===== src/rtl/trap_ctrl.sv =====
// Machine-mode trap controller: arbitrates exceptions/interrupts, performs
// trap entry and MRET, owns mstatus/mie/mip/mtvec/mepc/mcause/mtval, and
// issues a registered front-end redirect over a valid/ready handshake.
// Ports:
//   clk, rst                     clock, async active-high reset
//   exc_*                        committing exception (valid/code/pc/tval)
//   exc_ready                    trap/retire inputs accepted (IDLE)
//   ret_valid, ret_pc_next       clean retire = interrupt boundary
//   mret_valid                   MRET committing
//   irq_msi/mti/mei, irq_local   level-sensitive interrupt lines
//   csr_we/addr/wdata            CSR write port
//   csr_rdata, csr_hit           combinational CSR read / address ownership
//   priv                         current privilege (3=M, 0=U)
//   redirect_valid/pc/ready      front-end redirect handshake
module trap_ctrl #(
  parameter int unsigned     XLEN          = 32,
  parameter int unsigned     NUM_LOCAL_IRQ = 0,
  parameter bit              VECTORED      = 1'b1,
  parameter logic [XLEN-1:0] RESET_TVEC    = '0
) (
  input  logic                 clk,
  input  logic                 rst,
  input  logic                 exc_valid,
  input  logic [4:0]           exc_code,
  input  logic [XLEN-1:0]      exc_pc,
  input  logic [XLEN-1:0]      exc_tval,
  output logic                 exc_ready,
  input  logic                 ret_valid,
  input  logic [XLEN-1:0]      ret_pc_next,
  input  logic                 mret_valid,
  input  logic                 irq_msi,
  input  logic                 irq_mti,
  input  logic                 irq_mei,
  input  logic [((NUM_LOCAL_IRQ > 0) ? NUM_LOCAL_IRQ : 1)-1:0] irq_local,
  input  logic                 csr_we,
  input  logic [11:0]          csr_addr,
  input  logic [XLEN-1:0]      csr_wdata,
  output logic [XLEN-1:0]      csr_rdata,
  output logic                 csr_hit,
  output logic [1:0]           priv,
  output logic                 redirect_valid,
  output logic [XLEN-1:0]      redirect_pc,
  input  logic                 redirect_ready
);

  localparam int unsigned CLOG_CAUSE = $clog2(16 + NUM_LOCAL_IRQ);
  localparam int unsigned CAUSE_W    = (CLOG_CAUSE > 5) ? CLOG_CAUSE : 5;
  localparam logic [XLEN-1:0] MIE_MASK =
    XLEN'(((64'd1 << NUM_LOCAL_IRQ) - 64'd1) << 16) | XLEN'(64'h888);

  localparam logic [0:0] S_IDLE     = 1'b0;
  localparam logic [0:0] S_REDIRECT = 1'b1;

  logic [0:0]        state_q, state_d;
  logic [1:0]        priv_q, priv_d;
  logic              st_mie_q, st_mie_d, st_mpie_q, st_mpie_d;
  logic [1:0]        st_mpp_q, st_mpp_d;
  logic [XLEN-1:0]   mie_q, mie_d;
  logic [XLEN-3:0]   tvec_base_q, tvec_base_d;
  logic              tvec_mode_q, tvec_mode_d;
  logic [XLEN-3:0]   mepc_q, mepc_d;
  logic              mcause_irq_q, mcause_irq_d;
  logic [CAUSE_W-1:0] mcause_code_q, mcause_code_d;
  logic [XLEN-1:0]   mtval_q, mtval_d;
  logic [XLEN-1:0]   rpc_q, rpc_d;

  logic [XLEN-1:0]    mip_c, pend_en_c, trap_target_c;
  logic [CAUSE_W-1:0] irq_code_c, trap_code_c;
  logic               take_irq_c, trap_irq_c;
  logic               unused_ok;

  assign unused_ok = ^{exc_pc[1:0], ret_pc_next[1:0], irq_local};

  // Live interrupt levels as seen through mip
  always_comb begin
    mip_c     = '0;
    mip_c[3]  = irq_msi;
    mip_c[7]  = irq_mti;
    mip_c[11] = irq_mei;
    for (int i = 0; i < NUM_LOCAL_IRQ; i++) mip_c[16+i] = irq_local[i];
  end

  assign pend_en_c = mip_c & mie_q;

  // Priority: MEI > MSI > MTI > highest local line (later assignments win)
  always_comb begin
    irq_code_c = '0;
    for (int i = 0; i < NUM_LOCAL_IRQ; i++)
      if (pend_en_c[16+i]) irq_code_c = CAUSE_W'(16 + i);
    if (pend_en_c[7])  irq_code_c = CAUSE_W'(7);
    if (pend_en_c[3])  irq_code_c = CAUSE_W'(3);
    if (pend_en_c[11]) irq_code_c = CAUSE_W'(11);
  end

  // Uses registered MIE, so a same-cycle CSR write cannot mask the interrupt
  assign take_irq_c = ret_valid && ((priv_q == 2'b00) || st_mie_q) && (|pend_en_c);
  assign trap_irq_c  = !exc_valid;
  assign trap_code_c = exc_valid ? CAUSE_W'(exc_code) : irq_code_c;
  assign trap_target_c = {tvec_base_q, 2'b00} +
    ((trap_irq_c && tvec_mode_q) ? XLEN'({trap_code_c, 2'b00}) : XLEN'(0));

  // CSR read mux
  always_comb begin
    csr_rdata = '0;
    csr_hit   = 1'b1;
    case (csr_addr)
      12'h300: begin
        csr_rdata[3]     = st_mie_q;
        csr_rdata[7]     = st_mpie_q;
        csr_rdata[12:11] = st_mpp_q;
      end
      12'h304: csr_rdata = mie_q;
      12'h305: csr_rdata = {tvec_base_q, 1'b0, tvec_mode_q};
      12'h341: csr_rdata = {mepc_q, 2'b00};
      12'h342: begin
        csr_rdata[XLEN-1]    = mcause_irq_q;
        csr_rdata[CAUSE_W-1:0] = mcause_code_q;
      end
      12'h343: csr_rdata = mtval_q;
      12'h344: csr_rdata = mip_c;
      default: csr_hit   = 1'b0;
    endcase
  end

  // Next state: CSR writes first, then trap/MRET overrides the fields it owns
  always_comb begin
    state_d       = state_q;
    priv_d        = priv_q;
    st_mie_d      = st_mie_q;
    st_mpie_d     = st_mpie_q;
    st_mpp_d      = st_mpp_q;
    mie_d         = mie_q;
    tvec_base_d   = tvec_base_q;
    tvec_mode_d   = tvec_mode_q;
    mepc_d        = mepc_q;
    mcause_irq_d  = mcause_irq_q;
    mcause_code_d = mcause_code_q;
    mtval_d       = mtval_q;
    rpc_d         = rpc_q;

    if (csr_we) begin
      case (csr_addr)
        12'h300: begin
          st_mie_d  = csr_wdata[3];
          st_mpie_d = csr_wdata[7];
          if (csr_wdata[12:11] == 2'b00 || csr_wdata[12:11] == 2'b11)
            st_mpp_d = csr_wdata[12:11];
        end
        12'h304: mie_d = csr_wdata & MIE_MASK;
        12'h305: begin
          tvec_base_d = csr_wdata[XLEN-1:2];
          if (!VECTORED)              tvec_mode_d = 1'b0;
          else if (!csr_wdata[1])     tvec_mode_d = csr_wdata[0];
        end
        12'h341: mepc_d = csr_wdata[XLEN-1:2];
        12'h342: begin
          mcause_irq_d  = csr_wdata[XLEN-1];
          mcause_code_d = csr_wdata[CAUSE_W-1:0];
        end
        12'h343: mtval_d = csr_wdata;
        default: ;
      endcase
    end

    case (state_q)
      S_IDLE: begin
        if (exc_valid || take_irq_c) begin
          mepc_d        = exc_valid ? exc_pc[XLEN-1:2] : ret_pc_next[XLEN-1:2];
          mcause_irq_d  = trap_irq_c;
          mcause_code_d = trap_code_c;
          mtval_d       = exc_valid ? exc_tval : '0;
          st_mpie_d     = st_mie_q;
          st_mie_d      = 1'b0;
          st_mpp_d      = priv_q;
          priv_d        = 2'b11;
          rpc_d         = trap_target_c;
          state_d       = S_REDIRECT;
        end else if (mret_valid) begin
          st_mie_d  = st_mpie_q;
          st_mpie_d = 1'b1;
          priv_d    = st_mpp_q;
          st_mpp_d  = 2'b00;
          rpc_d     = {mepc_q, 2'b00};
          state_d   = S_REDIRECT;
        end
      end
      S_REDIRECT: if (redirect_ready) state_d = S_IDLE;
      default:    state_d = S_IDLE;
    endcase
  end

  // State and architectural register file
  always_ff @(posedge clk or posedge rst) begin
    if (rst) begin
      state_q       <= S_IDLE;
      priv_q        <= 2'b11;
      st_mie_q      <= 1'b0;
      st_mpie_q     <= 1'b0;
      st_mpp_q      <= 2'b11;
      mie_q         <= '0;
      tvec_base_q   <= RESET_TVEC[XLEN-1:2];
      tvec_mode_q   <= 1'b0;
      mepc_q        <= '0;
      mcause_irq_q  <= 1'b0;
      mcause_code_q <= '0;
      mtval_q       <= '0;
      rpc_q         <= '0;
    end else begin
      state_q       <= state_d;
      priv_q        <= priv_d;
      st_mie_q      <= st_mie_d;
      st_mpie_q     <= st_mpie_d;
      st_mpp_q      <= st_mpp_d;
      mie_q         <= mie_d;
      tvec_base_q   <= tvec_base_d;
      tvec_mode_q   <= tvec_mode_d;
      mepc_q        <= mepc_d;
      mcause_irq_q  <= mcause_irq_d;
      mcause_code_q <= mcause_code_d;
      mtval_q       <= mtval_d;
      rpc_q         <= rpc_d;
    end
  end

  assign priv           = priv_q;
  assign redirect_valid = (state_q == S_REDIRECT);
  assign exc_ready      = (state_q == S_IDLE);
  assign redirect_pc    = rpc_q;

endmodule


===== config.mk =====
export PLATFORM = sky130hd
export DESIGN_NAME = trap_ctrl
export DESIGN_NICKNAME = d
export VERILOG_FILES = /design/src/rtl/trap_ctrl.sv
export SDC_FILE = /design/constraint.sdc
export NUM_CORES = 1
export LEC_CHECK = 0
export ABC_AREA = 1
export CORE_MARGIN = 2
export CORE_UTILIZATION = 37
export CTS_CLUSTER_SIZE = 14
export DETAILED_ROUTE_END_ITERATION = 7
export MAX_ROUTING_LAYER = met4
export PLACE_DENSITY = 0.61
export SLEW_MARGIN = 20
export SYNTH_ARGS = -nofsm -noshare
export SYNTH_HDL_FRONTEND = slang
export SYNTH_SLANG_ARGS = --single-unit

===== constraint.sdc =====
create_clock -name clk -period 5.99 [get_ports clk]
set_input_delay 1.797 -clock clk [delete_from_list [all_inputs] [get_ports clk]]
set_output_delay 1.797 -clock clk [all_outputs]
set_load 0.01 [all_outputs]

== Word level (Yosys, flattened, before mapping) ==
Cells that the tools add are included.
Widths: inputs -> output; s select.

* Register bits after elaboration: 141
* Bits of input ports: 156
* Output and inout bits: 69
* Word-level logic and storage cells: 98

* Add/subtract/negate cells: 1
* Equal/unequal tests: 8
* Mux-type cells: 57
* Bitwise gates (word level): 3
* Reductions and logical operators: 16

{| class="wikitable"
|+ Operator list
! operator !! count
|-
| $mux 32 || 7
|-
| $mux 30 || 5
|-
| $eq 12x10->1 const B || 7
|-
| $pmux 18 s3 || 1
|-
| $mux 5 || 7
|-
| $add 32x7->32 || 1
|-
| $reduce_or 32->1 || 1
|-
| $mux 1 || 18
|-
| $mux 2 || 8
|-
| $and 12x12->12 || 1
|-
| $pmux 2 s6 || 1
|-
| $pmux 3 s4 || 1
|-
| $pmux 3 s3 || 1
|-
| $pmux 1 s4 || 2
|-
| $mux 7 || 1
|-
| $pmux 1 s7 || 1
|-
| $reduce_or 7->1 || 1
|-
| $pmux 1 s6 || 1
|-
| $pmux 2 s3 || 1
|-
| $reduce_and 2->1 || 3
|-
| $logic_not 2->1 || 2
|-
| $logic_and 1x1->1 || 3
|-
| $logic_or 1x1->1 || 3
|-
| $mux 3 || 1
|-
| 6 further kinds || 7
|}

== Longest topological paths before layout ==
Gate-level depths: netlist of the first run.

* Word-level depth: 8
* Mapped depth: 17
* Depth with buffers taken out: 16

== Least setup slack after synthesis of the first run ==
No wires, ideal clock.

* Path type: input to output
* From: input csr_addr[11]
* To: output csr_rdata[16]
* Data arrival time: 2.902 ns
* Setup slack: 1.291 ns
* Cell stages on the path: 8
* Path buffers: 1
* Path through: nor2_2 -> nand2_2 -> inv_2 -> nand2_4 -> nor3_4 -> nand2_4 -> buf_6 -> o211ai_2

* Word-level cells in the longest chain between the ends: 2
* Elaborated cells on any way between the ends: 4

{| class="wikitable"
|+ Ends and longest elaborated chain
! what !! line !! RTL
|-
| start: declaration || 36 || <nowiki>input logic [11:0] csr_addr,</nowiki>
|-
| $eq 12x10->1 || 106 || <nowiki>case (csr_addr)</nowiki>
|-
| $pmux 18 s3 * || 106 ||
|-
| end: declaration || 38 || <nowiki>output logic [XLEN-1:0] csr_rdata,</nowiki>
|}

Every way passes the cells marked *; elsewhere a longest branch is shown, timed or not.

== Final worst setup path of the first run ==
* From: input csr_addr[6]
* To: output csr_rdata[15]

Same word-level chain as after synthesis.

==> metrics.md, run 1 <==
| Metric | Value |
|---|---|
| H-tree level count | `4` |
| Most numerous cell in the Yosys netlist | `nand2_1` |
| Initial DRC Count | `~870` |
| Syn avg cell area | `~6.7 µm²` |
| RSZ-0062 raised after global routing | `no` |
| Io pins | `225` |
| CTS tree | `built` |
| Final hold vios | `0` |
| Sequential cell area | `0.00348 mm²` |
| Area contributors post-synth | `dfrtp_1 (37%), nand2_1 (25%), nand3_1 (7.1%)` |
| Ys async rst share | `1.00` |
| Number of synthesis warnings | `0` |
| Max-cap violations | `0` |
| Clk root buf | `clkbuf_16` |
| Leading area contributor after synthesis | `dfrtp_1` |
| Post-route cell area | `approximately 0.012 mm²` |
| Max-slew headroom | `0.394` |
| Die W | `about 160 µm` |
| CP Max Fanout | `9` |
| First drt pass iteration count | `5` |
| Top_reg_cell synth | `dfrtp_1` |
| Max frequency | `171 MHz` |
| Vias | `between 9000 and 10000` |
| Cell count after synthesis | `1368` |
| Register bit total from synthesis | `139` |
| WP data arrival | `a little over 4 ns` |
| Worst setup path class | `input port to primary output` |
| Post-synth EDFFs | `0` |
| Dpl cell area | `0.0116 mm²` |
| Via density | `between 5 and 6` |
| Total congestion overflow | `0` |
| Max VDD drop | `approximately 0.00018 V` |
| GPL Wtd Cong | `~0.97` |
| Worst hold path type | `flip-flop to flip-flop` |
| Synth top area share | `0.370` |
| DIE AREA | `~0.026 mm²` |
| Overall global routing resource usage | `0.265` |
| Fill count | `2508` |
| Core Area | `0.0243 mm²` |
| Critical Path Sink Type | `primary output` |
| Synth cell count leaders | `nand2_1 (603), inv_1 (142), dfrtp_1 (135), nand3_1 (129), nor2_1 (68)` |
| Setup crit start kind | `input port` |
| Die height | `about 160 µm` |
| Multi-input logic area | `0.00473 mm²` |
| Worst-skew pair later-pin latency | `~0.43 ns` |
| Drt wl/cell | `17.6 µm` |
| TritonCTS Buffers | `17` |
| Lkg Pwr | `around 0.0064 µW` |
| Sequential fraction of the synthesis area | `0.381` |
| Setup Skew | `around 0.011 ns` |
| Worst-path clk slew | `0.06 ns` |
| Vias in the first global route | `8722` |
| Mapped Area | `a little over 0.009 mm²` |
| Final WL | `roughly 33 mm` |
| Final Util | `0.503` |
| Final Setup Violations | `0` |
| Setup ws final | `between 0.15 and 0.2 ns` |
| Layout cells sized above 1 | `0.0679` |
| Worst slew pin tran | `between 0.9 and 1 ns` |
| Antenna Violating Nets Remaining | `0` |
| DR DRC count | `0` |
| PwrDens | `a little over 300 mW/mm²` |
| Clock Path Buffers | `2` |
| Hold Buf Count CTS | `0` |
| Crit path time final | `5.83 ns` |
| Post-DP HPWL | `between 20 and 30 mm` |
| Port Buffer Count | `roughly 220` |
| Layout area overhead | `33.8%` |
| Final Slew Violations | `0` |
| Largest net degree at the start of global routing | `a little over 90` |
| Setup TNS | `0 ns` |
| Place WS | `0.124 ns` |
| Status | `finished clean` |
| Antenna violations before repair | `2` |
| First-pass GRT wire length | `51.1 mm` |
| Distinct cells, synth | `34` |
| Starting Density | `0.376` |
| CP required | `4.19 ns` |
| Final Cycle Share | `0.974` |
| Pwr Total | `~3800 µW` |
| CTS Sinks | `~140` |
| Final #Nets | `roughly 1700` |
| Site row count | `57` |
metrics by stage:
step	std cells	hold WS, ns
6_report	1900	0.476
3_3_place_gp	1865	0.464
4_1_cts	1897	0.483
2_1_floorplan	1370	0.474
5_1_grt	1900	0.495
3_5_place_dp	1865	0.466
state kept, by name, summed over array words and instances (netlist names), 2 cells and up:
signal	cells
mcause_code_q	5
tvec_base_q	30
st_mpp_q	2
mie_q	3
priv	2
mtval_q	32
redirect_pc	30
mepc_q	30
power by group:
part | switching [µW] | total (µW) | leakage [µW] | internal [µW]
clock network | 444 | 1160 | 0.000304 | 712
registers | 181 | 1430 | 0.00162 | 1240
logic | 659 | 1190 | 0.00452 | 530
final cells by class:
class / instances / share of cell area
antenna: 1 / 0.000205
clock buffer: 19 / 0.0362
clock inverter: 13 / 0.0158
inverter: 148 / 0.0458
multi-input combinational: 1015 / 0.387
sequential: 139 / 0.285
tap: 324 / 0.0332
timing repair buffer: 241 / 0.197
per-layer routing:
| layer | track usage | vias to the layer above | share of wire |
|---|---|---|---|
| met2 | 0.357 | 380 | 0.40 |
| met3 | 0.0419 | 31 | 0.068 |
| met5 | - | - | 0 |
| li1 | - | 4716 | - |
| met4 | 0.0674 | 0 | 0.018 |
| met1 | 0.408 | 4379 | 0.51 |
kinds of logic after synthesis:
family,after synthesis,share of synthesized area
simple gates,865,0.399
fa+ha+maj,6,0.00903
other cells,1,0.000410
compound gates,137,0.104
xor+xnor,4,0.00383
buf+inv,216,0.103
flops,139,0.381
final timing paths:
kind / slack, ns / start / to / depth (start not counted)
min reg2reg: 0.48 / redirect_pc[25]$_DFFE_PP0P_ / redirect_pc[25]$_DFFE_PP0P_ / 2
max: 0.16 / csr_addr[6] / csr_rdata[15] / 9
min: 0.48 / redirect_pc[25]$_DFFE_PP0P_ / redirect_pc[25]$_DFFE_PP0P_ / 2
max in group asynchronous: 3.19 / rst / tvec_base_q[16]$_DFFE_PP0P_ / 3
min in group asynchronous: 1.91 / rst / redirect_valid$_DFF_PP0_ / 2
max reg2reg: 2.99 / mie_q[11]$_DFFE_PP0P_ / redirect_pc[28]$_DFFE_PP0P_ / 14
placed cells by master (no fill, tap or decap), types with 2 or more instances in the layout:
master | synthesis | routed
dfstp_2 | 4 | 4
nor3_1 | 4 | 4
inv_6 | 0 | 2
nor2_2 | 4 | 4
o21ai_0 | 66 | 66
xor2_1 | 2 | 2
nand4_1 | 14 | 14
nand2_4 | 4 | 4
ha_1 | 5 | 5
nand2_2 | 4 | 4
inv_2 | 6 | 7
nor3_4 | 2 | 2
and2_1 | 2 | 2
nor2_4 | 1 | 2
inv_1 | 142 | 140
nand3b_1 | 25 | 25
bufinv_16 | 0 | 4
nor2_1 | 68 | 67
buf_12 | 0 | 4
nand2_1 | 603 | 603
or2_2 | 3 | 3
nand3_2 | 2 | 2
a21oi_1 | 3 | 3
clkdlybuf4s50_1 | 0 | 216
xnor2_1 | 2 | 2
o211ai_1 | 47 | 47
dfrtp_1 | 135 | 135
o211ai_2 | 19 | 19
buf_4 | 4 | 20
nand3_1 | 129 | 129
clkinvlp_4 | 0 | 2
conb_1 | 1 | 3
clkinv_4 | 0 | 5
clkbuf_16 | 0 | 17
worst max-delay path, stage by stage:
cell	delay, ns
clkdlybuf4s50_1	0.56
nand3_2	0.17
nor3_4	0.20
nand2_4	0.10
inv_2	0.18
buf_4	0.21
nand2_1	0.07
o211ai_1	0.11
clkdlybuf4s50_1	0.61
repair_timing:
item | CTS | global route
resized for setup | 0 | 1
buffers inserted | 0 | 2
setup endpoints to repair | 0 | 3
(Power assumes the default switching activity.)
==> run 2, diff against run 1 <==
Settings changed: DONT_BUFFER_PORTS from default to 1, PLACE_DENSITY 0.61 to 0.49, TNS_END_PERCENT from default to 10.
==> run 2 against run 1 <==
Net effect: register-to-register slack got worse by 0.43 ns; die area unchanged; final cell count down 12%; cell area shrank 19%; critical path depth did not move.
==> metrics.md, run 2 (same netlist as run 1, synthesis figures left out) <==
| Metric | Value |
|---|---|
| Max frequency | `189 MHz (was 171 MHz)` |
| RSZ-0062 raised after global routing | `no (unchanged)` |
| Post_cts resized | `0 (unchanged)` |
| Die height | `161 µm (unchanged)` |
| Layout area overhead | `8.57% (was 33.8%)` |
| First drt pass iteration count | `5 (unchanged)` |
| Total congestion overflow | `0 (unchanged)` |
| Layout cells sized above 1 | `0.0712 (was 0.0679)` |
| Final WL | `32.1 mm (was 33.4 mm)` |
| First-pass GRT wire length | `49.3 mm (was 51.1 mm)` |
| CP required | `4.19 ns (about the same)` |
| Leading cell type in the layout, fill and taps excluded | `nand2_1 (unchanged)` |
| Hold path depth | `2 (unchanged)` |
| Io pins | `225 (unchanged)` |
| CTS Sinks | `139 (unchanged)` |
| Final Cycle Share | `0.881 (was 0.974)` |
| Vias | `8462 (was 9506)` |
| Most frequent cells in the layout | `nand2_1 (603), inv_1 (140), dfrtp_1 (135) (was nand2_1 (603), clkdlybuf4s50_1 (216), inv_1 (140))` |
| Vias in the first global route | `7935 (was 8722)` |
| CTS tree | `built (unchanged)` |
| DIE AREA | `0.0260 mm² (unchanged)` |
| Setup Skew | `0.00847 ns (was 0.0110 ns)` |
| Top cell by count, worst path | `nand2_4 (was clkdlybuf4s50_1)` |
| Max VDD drop | `0.000152 V (was 0.000176 V)` |
| Port Buffer Count | `0 (was 217)` |
| Drt wl/cell | `19.2 µm (was 17.6 µm)` |
| Core Area | `0.0243 mm² (unchanged)` |
| Final Setup Violations | `0 (unchanged)` |
| FF-to-FF Start | `priv[1]$_DFFE_PP1P_ (was mie_q[11]$_DFFE_PP0P_)` |
| Largest register FFs | `32 (unchanged)` |
| # diodes | `0 (was 1)` |
| Clock Path Buffers | `2 (unchanged)` |
| TritonCTS Buffers | `17 (unchanged)` |
| Critical path, cell by cell | `nor2_2 > nand2_2 > inv_2 > nand2_4 > nor3_4 > nand2_4 > inv_1 > nand2_1 > nand4_1 (was clkdlybuf4s50_1 > nand3_2 > nor3_4 > nand2_4 > inv_2 > buf_4 > nand2_1 > o211ai_1 > clkdlybuf4s50_1)` |
| Place WS | `0.702 ns (was 0.124 ns)` |
| Biggest register | `mtval_q (unchanged)` |
| Final hold vios | `0 (unchanged)` |
| DR DRC count | `0 (unchanged)` |
| Clk root buf | `clkbuf_16 (unchanged)` |
| Status | `finished clean (unchanged)` |
| Worst-path clk slew | `0.06 ns (about the same)` |
| Site row count | `57 (unchanged)` |
| FF-to-FF path depth | `9 (was 14)` |
| Overall global routing resource usage | `0.259 (was 0.265)` |
| Die W | `161 µm (unchanged)` |
| Crit path time final | `5.28 ns (was 5.83 ns)` |
| Antenna Violating Nets Remaining | `0 (unchanged)` |
| Post-DP HPWL | `24.4 mm (was 25.4 mm)` |
| Max-cap violations | `0 (unchanged)` |
| Final Slew Violations | `0 (unchanged)` |
| Starting Density | `0.376 (unchanged)` |
| Final #Nets | `1497 (was 1724)` |
| Max-slew headroom | `0.308 (was 0.394)` |
| Setup TNS | `0 ns (unchanged)` |
| Largest net degree at the start of global routing | `65 (was 92)` |
| Setup ws final | `0.712 ns (was 0.155 ns)` |
| PwrDens | `344 mW/mm² (was 308 mW/mm²)` |
| WP data arrival | `3.48 ns (was 4.04 ns)` |
| Worst-skew pair later-pin latency | `0.43 ns (about the same)` |
| Worst hold path type | `flip-flop to flip-flop (unchanged)` |
| Critical Path Sink Type | `primary output (unchanged)` |
| Slowest library cell on the worst path | `nand2_4 (was clkdlybuf4s50_1)` |
| GPL Wtd Cong | `0.888 (was 0.971)` |
| CP Max Fanout | `27 (was 9)` |
| Lkg Pwr | `0.00551 µW (was 0.00644 µW)` |
| Antenna violations before repair | `0 (was 2)` |
| Worst setup path class | `input port to primary output (unchanged)` |
| Max incr delay on CP | `0.36 ns (was 0.61 ns)` |
| Hold Buf Count CTS | `0 (unchanged)` |
| Worst slew pin tran | `1.03 ns (was 0.909 ns)` |
| H-tree level count | `4 (unchanged)` |
| Setup crit start kind | `input port (unchanged)` |
| Initial DRC Count | `869 (was 873)` |
| Hold Path Origin | `priv[0]$_DFFE_PP1P_ (was redirect_pc[25]$_DFFE_PP0P_)` |
| Via density | `5.06 (was 5.00)` |
| Setup bufs post-CTS | `0 (unchanged)` |
| Critical path startpoint | `csr_addr[11] (was csr_addr[6])` |
==> run 2: cell count changes in the layout (fill, tap and decap cells not counted) <==
cell,delta
clkdlybuf4s50_1,-216
buf_4,-8
buf_12,-2
clkinv_4,-2
bufinv_16,-1
clkinv_1,+1
clkinv_2,+1
clkinvlp_4,+1
diode_2,-1
dlymetal6s2s_1,-1
inv_2,-1
inv_6,+1
==> run 2: area by class of cell <==
cell class	count	area, µm²
multi-input combinational	1015	4730
sequential	139	3480
tap	324	405
timing repair buffer	14	130
fill	2591	14400
clock buffer	19	443
inverter	148	561
clock inverter	13	166
==> run 2: worst paths after layout <==
path / to / slack (ns)
max: csr_rdata[12] / 0.71
min: st_mpp_q[0]$_DFF_PP1_ / 0.53
max reg2reg: mepc_q[9]$_DFF_PP0_ / 2.56
min reg2reg: st_mpp_q[0]$_DFF_PP1_ / 0.53
max in group asynchronous: mepc_q[11]$_DFF_PP0_ / 3.63
min in group asynchronous: redirect_pc[5]$_DFFE_PP0P_ / 1.28
==> run 2: routing by layer <==
metal / track usage / vias to the layer above / wire [µm]
met5: - / - / 0
met4: 0.0722 / 0 / 633
met3: 0.0447 / 34 / 2170
met2: 0.341 / 313 / 12800
met1: 0.401 / 3850 / 16500
li1: - / 4265 / -
==> run 2: per-stage QoR <==
step	area, µm²	util	instances	power [µW]	hold slack, ns
after detailed placement	9290	0.382	1639	2310	0.521
after global placement	9290	0.382	1639	2300	0.500
after global routing	9920	0.408	1672	3640	0.563
after floorplan	9150	-	1370	2070	0.474
after CTS	9900	0.407	1671	3440	0.532
final	9920	0.408	1672	3410	0.531
==> run 2: where the power goes <==
group	internal, µW	switching [µW]
clock network	669	443
registers	1240	257
logic	270	527
total	2180	1230
==> run 2: worst max-delay path, delay by kind of cell <==
kind                   cells  cell delay (ns)
and+or+nand+nor            7             1.24
buffers and inverters      2             0.41
==> run 3, diff against run 2 <==
Clock period 5.99 ns to 6.01 ns, I/O delays scaled along.
==> run 3 against run 2 <==
Net effect: via count up 1.1%; utilization up 0.13 points; first-iteration DRC count fell by 9.4%; non-clock buffer count is the same; sequential cell count did not move; combinational power grew 0.5%; clock power about the same; sequential power hardly changed; register-to-register slack worse by 0.08 ns; largest cell class unchanged.
==> metrics.md, run 3 (same netlist as run 1, synthesis figures left out) <==
| Metric | Value |
|---|---|
| Max VDD drop | `0.000127 V (was 0.000152 V)` |
| DR DRC count | `0 (unchanged)` |
| Vias in the first global route | `7932 (was 7935)` |
| DIE AREA | `0.0260 mm² (unchanged)` |
| Most frequent cells in the layout | `nand2_1 (603), inv_1 (140), dfrtp_1 (135) (unchanged)` |
| Post-DP HPWL | `24.2 mm (was 24.4 mm)` |
| Status | `finished clean (unchanged)` |
| Metal2 WL | `13.2 mm (was 12.8 mm)` |
| Setup Skew | `0.0108 ns (was 0.00847 ns)` |
| DR WL met3 | `2.48 mm (was 2.17 mm)` |
| Hold Buf Count CTS | `0 (unchanged)` |
| Largest delay share family, worst path | `simple AND/OR/NAND/NOR gates (unchanged)` |
| Finished Layout Cells | `1672 (unchanged)` |
| Final Cycle Share | `0.889` |
| Switching Share | `0.357 (was 0.360)` |
| Initial DRC Count | `787 (was 869)` |
| Met1 Wirelength | `16.3 mm (was 16.5 mm)` |
| Via density | `5.12 (was 5.06)` |
| RSZ-0062 raised after global routing | `no (unchanged)` |
| First-pass GRT wire length | `49.7 mm (was 49.3 mm)` |
| Placed insts | `1638 (was 1639)` |
| Final hold vios | `0 (unchanged)` |
| Setup TNS | `0 ns (unchanged)` |
| Buf/Inv on CP | `2 (unchanged)` |
| Clock Path Buffers | `2 (unchanged)` |
| Clock share of power | `0.328 (was 0.326)` |
| Core Area | `0.0243 mm² (unchanged)` |
| CP required | `4.21 ns (was 4.19 ns)` |
| Place WS | `0.677 ns (was 0.702 ns)` |
| Slowest library cell on the worst path | `nand2_4 (unchanged)` |
| Setup crit start kind | `input port (unchanged)` |
| Clk root buf | `clkbuf_16 (unchanged)` |
| Vias | `8558 (was 8462)` |
| Sequential cell area | `0.00348 mm² (unchanged)` |
| Top cell by count, worst path | `nand2_4 (unchanged)` |
| Max-cap violations | `0 (unchanged)` |
| Cell-internal power | `2200 µW (was 2180 µW)` |
| Final Slew Violations | `0 (unchanged)` |
| Crit path time final | `5.34 ns` |
| Setup bufs post-CTS | `0 (unchanged)` |
| CTS Sinks | `139 (unchanged)` |
| Fill count | `2616 (was 2591)` |
| Largest register FFs | `32 (unchanged)` |
| GPL Wtd Cong | `0.887 (was 0.888)` |
| Worst setup path class | `input port to primary output (unchanged)` |
| Total congestion overflow | `0 (unchanged)` |
| Seq pwr share | `0.438 (was 0.440)` |
| Drt wl/cell | `19.4 µm (was 19.2 µm)` |
| Worst hold path type | `flip-flop to flip-flop (unchanged)` |
| Worst-path clk slew | `0.06 ns (about the same)` |
| Lkg Pwr | `0.00553 µW (was 0.00551 µW)` |
| Setup ws final | `0.668 ns (was 0.712 ns)` |
| Layout cells sized above 1 | `0.0705 (was 0.0712)` |
| Final Setup Violations | `0 (unchanged)` |
| CP Max Fanout | `27 (unchanged)` |
| Die height | `161 µm (unchanged)` |
| Starting Density | `0.376 (unchanged)` |
| Layout area overhead | `8.93% (was 8.57%)` |
| Leading cell type in the layout, fill and taps excluded | `nand2_1 (unchanged)` |
| Multi-input logic area | `0.00473 mm² (unchanged)` |
| Biggest register | `mtval_q (unchanged)` |
| Largest net degree at the start of global routing | `103 (was 65)` |
| Final WL | `32.4 mm (was 32.1 mm)` |
| Max-slew headroom | `0.262 (was 0.308)` |
| Max frequency | `187 MHz` |
| Critical path, cell by cell | `nor2_2 > nand2_2 > inv_2 > nand2_4 > nor3_4 > nand2_4 > inv_1 > nand2_1 > nand4_1 (unchanged)` |
| CTS tree | `built (unchanged)` |
| H-tree level count | `4 (unchanged)` |
| Antenna Violating Nets Remaining | `0 (unchanged)` |
| Worst slew pin tran | `1.10 ns (was 1.03 ns)` |
| Net load switching power | `1220 µW (was 1230 µW)` |
| Site row count | `57 (unchanged)` |
| Post_cts resized | `0 (unchanged)` |
| Die W | `161 µm (unchanged)` |
| Port Buffer Count | `0 (unchanged)` |
| Io pins | `225 (unchanged)` |
| First drt pass iteration count | `5 (unchanged)` |
| WP data arrival | `3.54 ns (was 3.48 ns)` |
| Critical Path Sink Type | `primary output (unchanged)` |
| Top layer in use | `met4 (unchanged)` |
| Antenna violations before repair | `0 (unchanged)` |
| Final #Nets | `1497 (unchanged)` |
| TritonCTS Buffers | `17 (unchanged)` |
| # diodes | `0 (unchanged)` |
| Worst-skew pair later-pin latency | `0.43 ns (about the same)` |
| Comb pwr share | `0.234 (about the same)` |
| PwrDens | `343 mW/mm² (was 344 mW/mm²)` |
| Overall global routing resource usage | `0.260 (was 0.259)` |
| Max incr delay on CP | `0.37 ns (was 0.36 ns)` |
==> run 3: cell count changes in the layout (fill, tap and decap cells not counted), sizes merged <==
cell,before,now
clkinv,6,5
clkbuf,19,22
inv,149,147
==> run 3: worst paths after layout <==
path	startpoint	endpoint	slack (ns)	cells after the start
setup / recovery	csr_addr[11]	csr_rdata[4]	0.67	9
max in group asynchronous	rst	priv[0]$_DFFE_PP1P_	4.03	2
min in group asynchronous	rst	mie_q[11]$_DFFE_PP0P_	1.20	1
hold / removal	priv[0]$_DFFE_PP1P_	priv[0]$_DFFE_PP1P_	0.53	2
setup reg to reg	priv[1]$_DFFE_PP1P_	mepc_q[13]$_DFF_PP0_	2.48	9
hold reg to reg	priv[0]$_DFFE_PP1P_	priv[0]$_DFFE_PP1P_	0.53	2
==> run 3: layout make-up <==
class	instances	share of cell area
Sequential cell	139	0.350
Multi-Input combinational cell	1015	0.476
Inverter	148	0.0563
Clock inverter	10	0.0141
Timing Repair Buffer	14	0.0158
Tap cell	324	0.0407
Clock buffer	22	0.0476
==> run 3: metal layers <==
metal / vias up / GRT usage
li1: 4262 / -
met1: 3917 / 0.406
met2: 351 / 0.346
met3: 28 / 0.0398
met4: 0 / 0.0633
met5: - / -
==> run 3: tightest hold or removal path: stages, from the launching register on <==
cell     delay [ns]
dfstp_2        0.41
nand2_1        0.07
nand2_1        0.04
==> run 3: power groups by stage <==
stage	logic [µW]	clock network [µW]	registers, µW
after CTS	799	1130	1500
after floorplan	623	0	1440
final	801	1120	1500
after global routing	942	1170	1540
after detailed placement	794	0	1510
after global placement	782	0	1510
==> run 3: stage by stage <==
stage                     hold slack, ns  power [µW]   util  area, µm²
after floorplan                    0.474        2060      -       9150
final                              0.526        3420  0.409       9960
after detailed placement           0.520        2310  0.382       9290
after global routing               0.554        3650  0.409       9960
after CTS                          0.532        3430  0.407       9900
after global placement             0.501        2300  0.382       9290
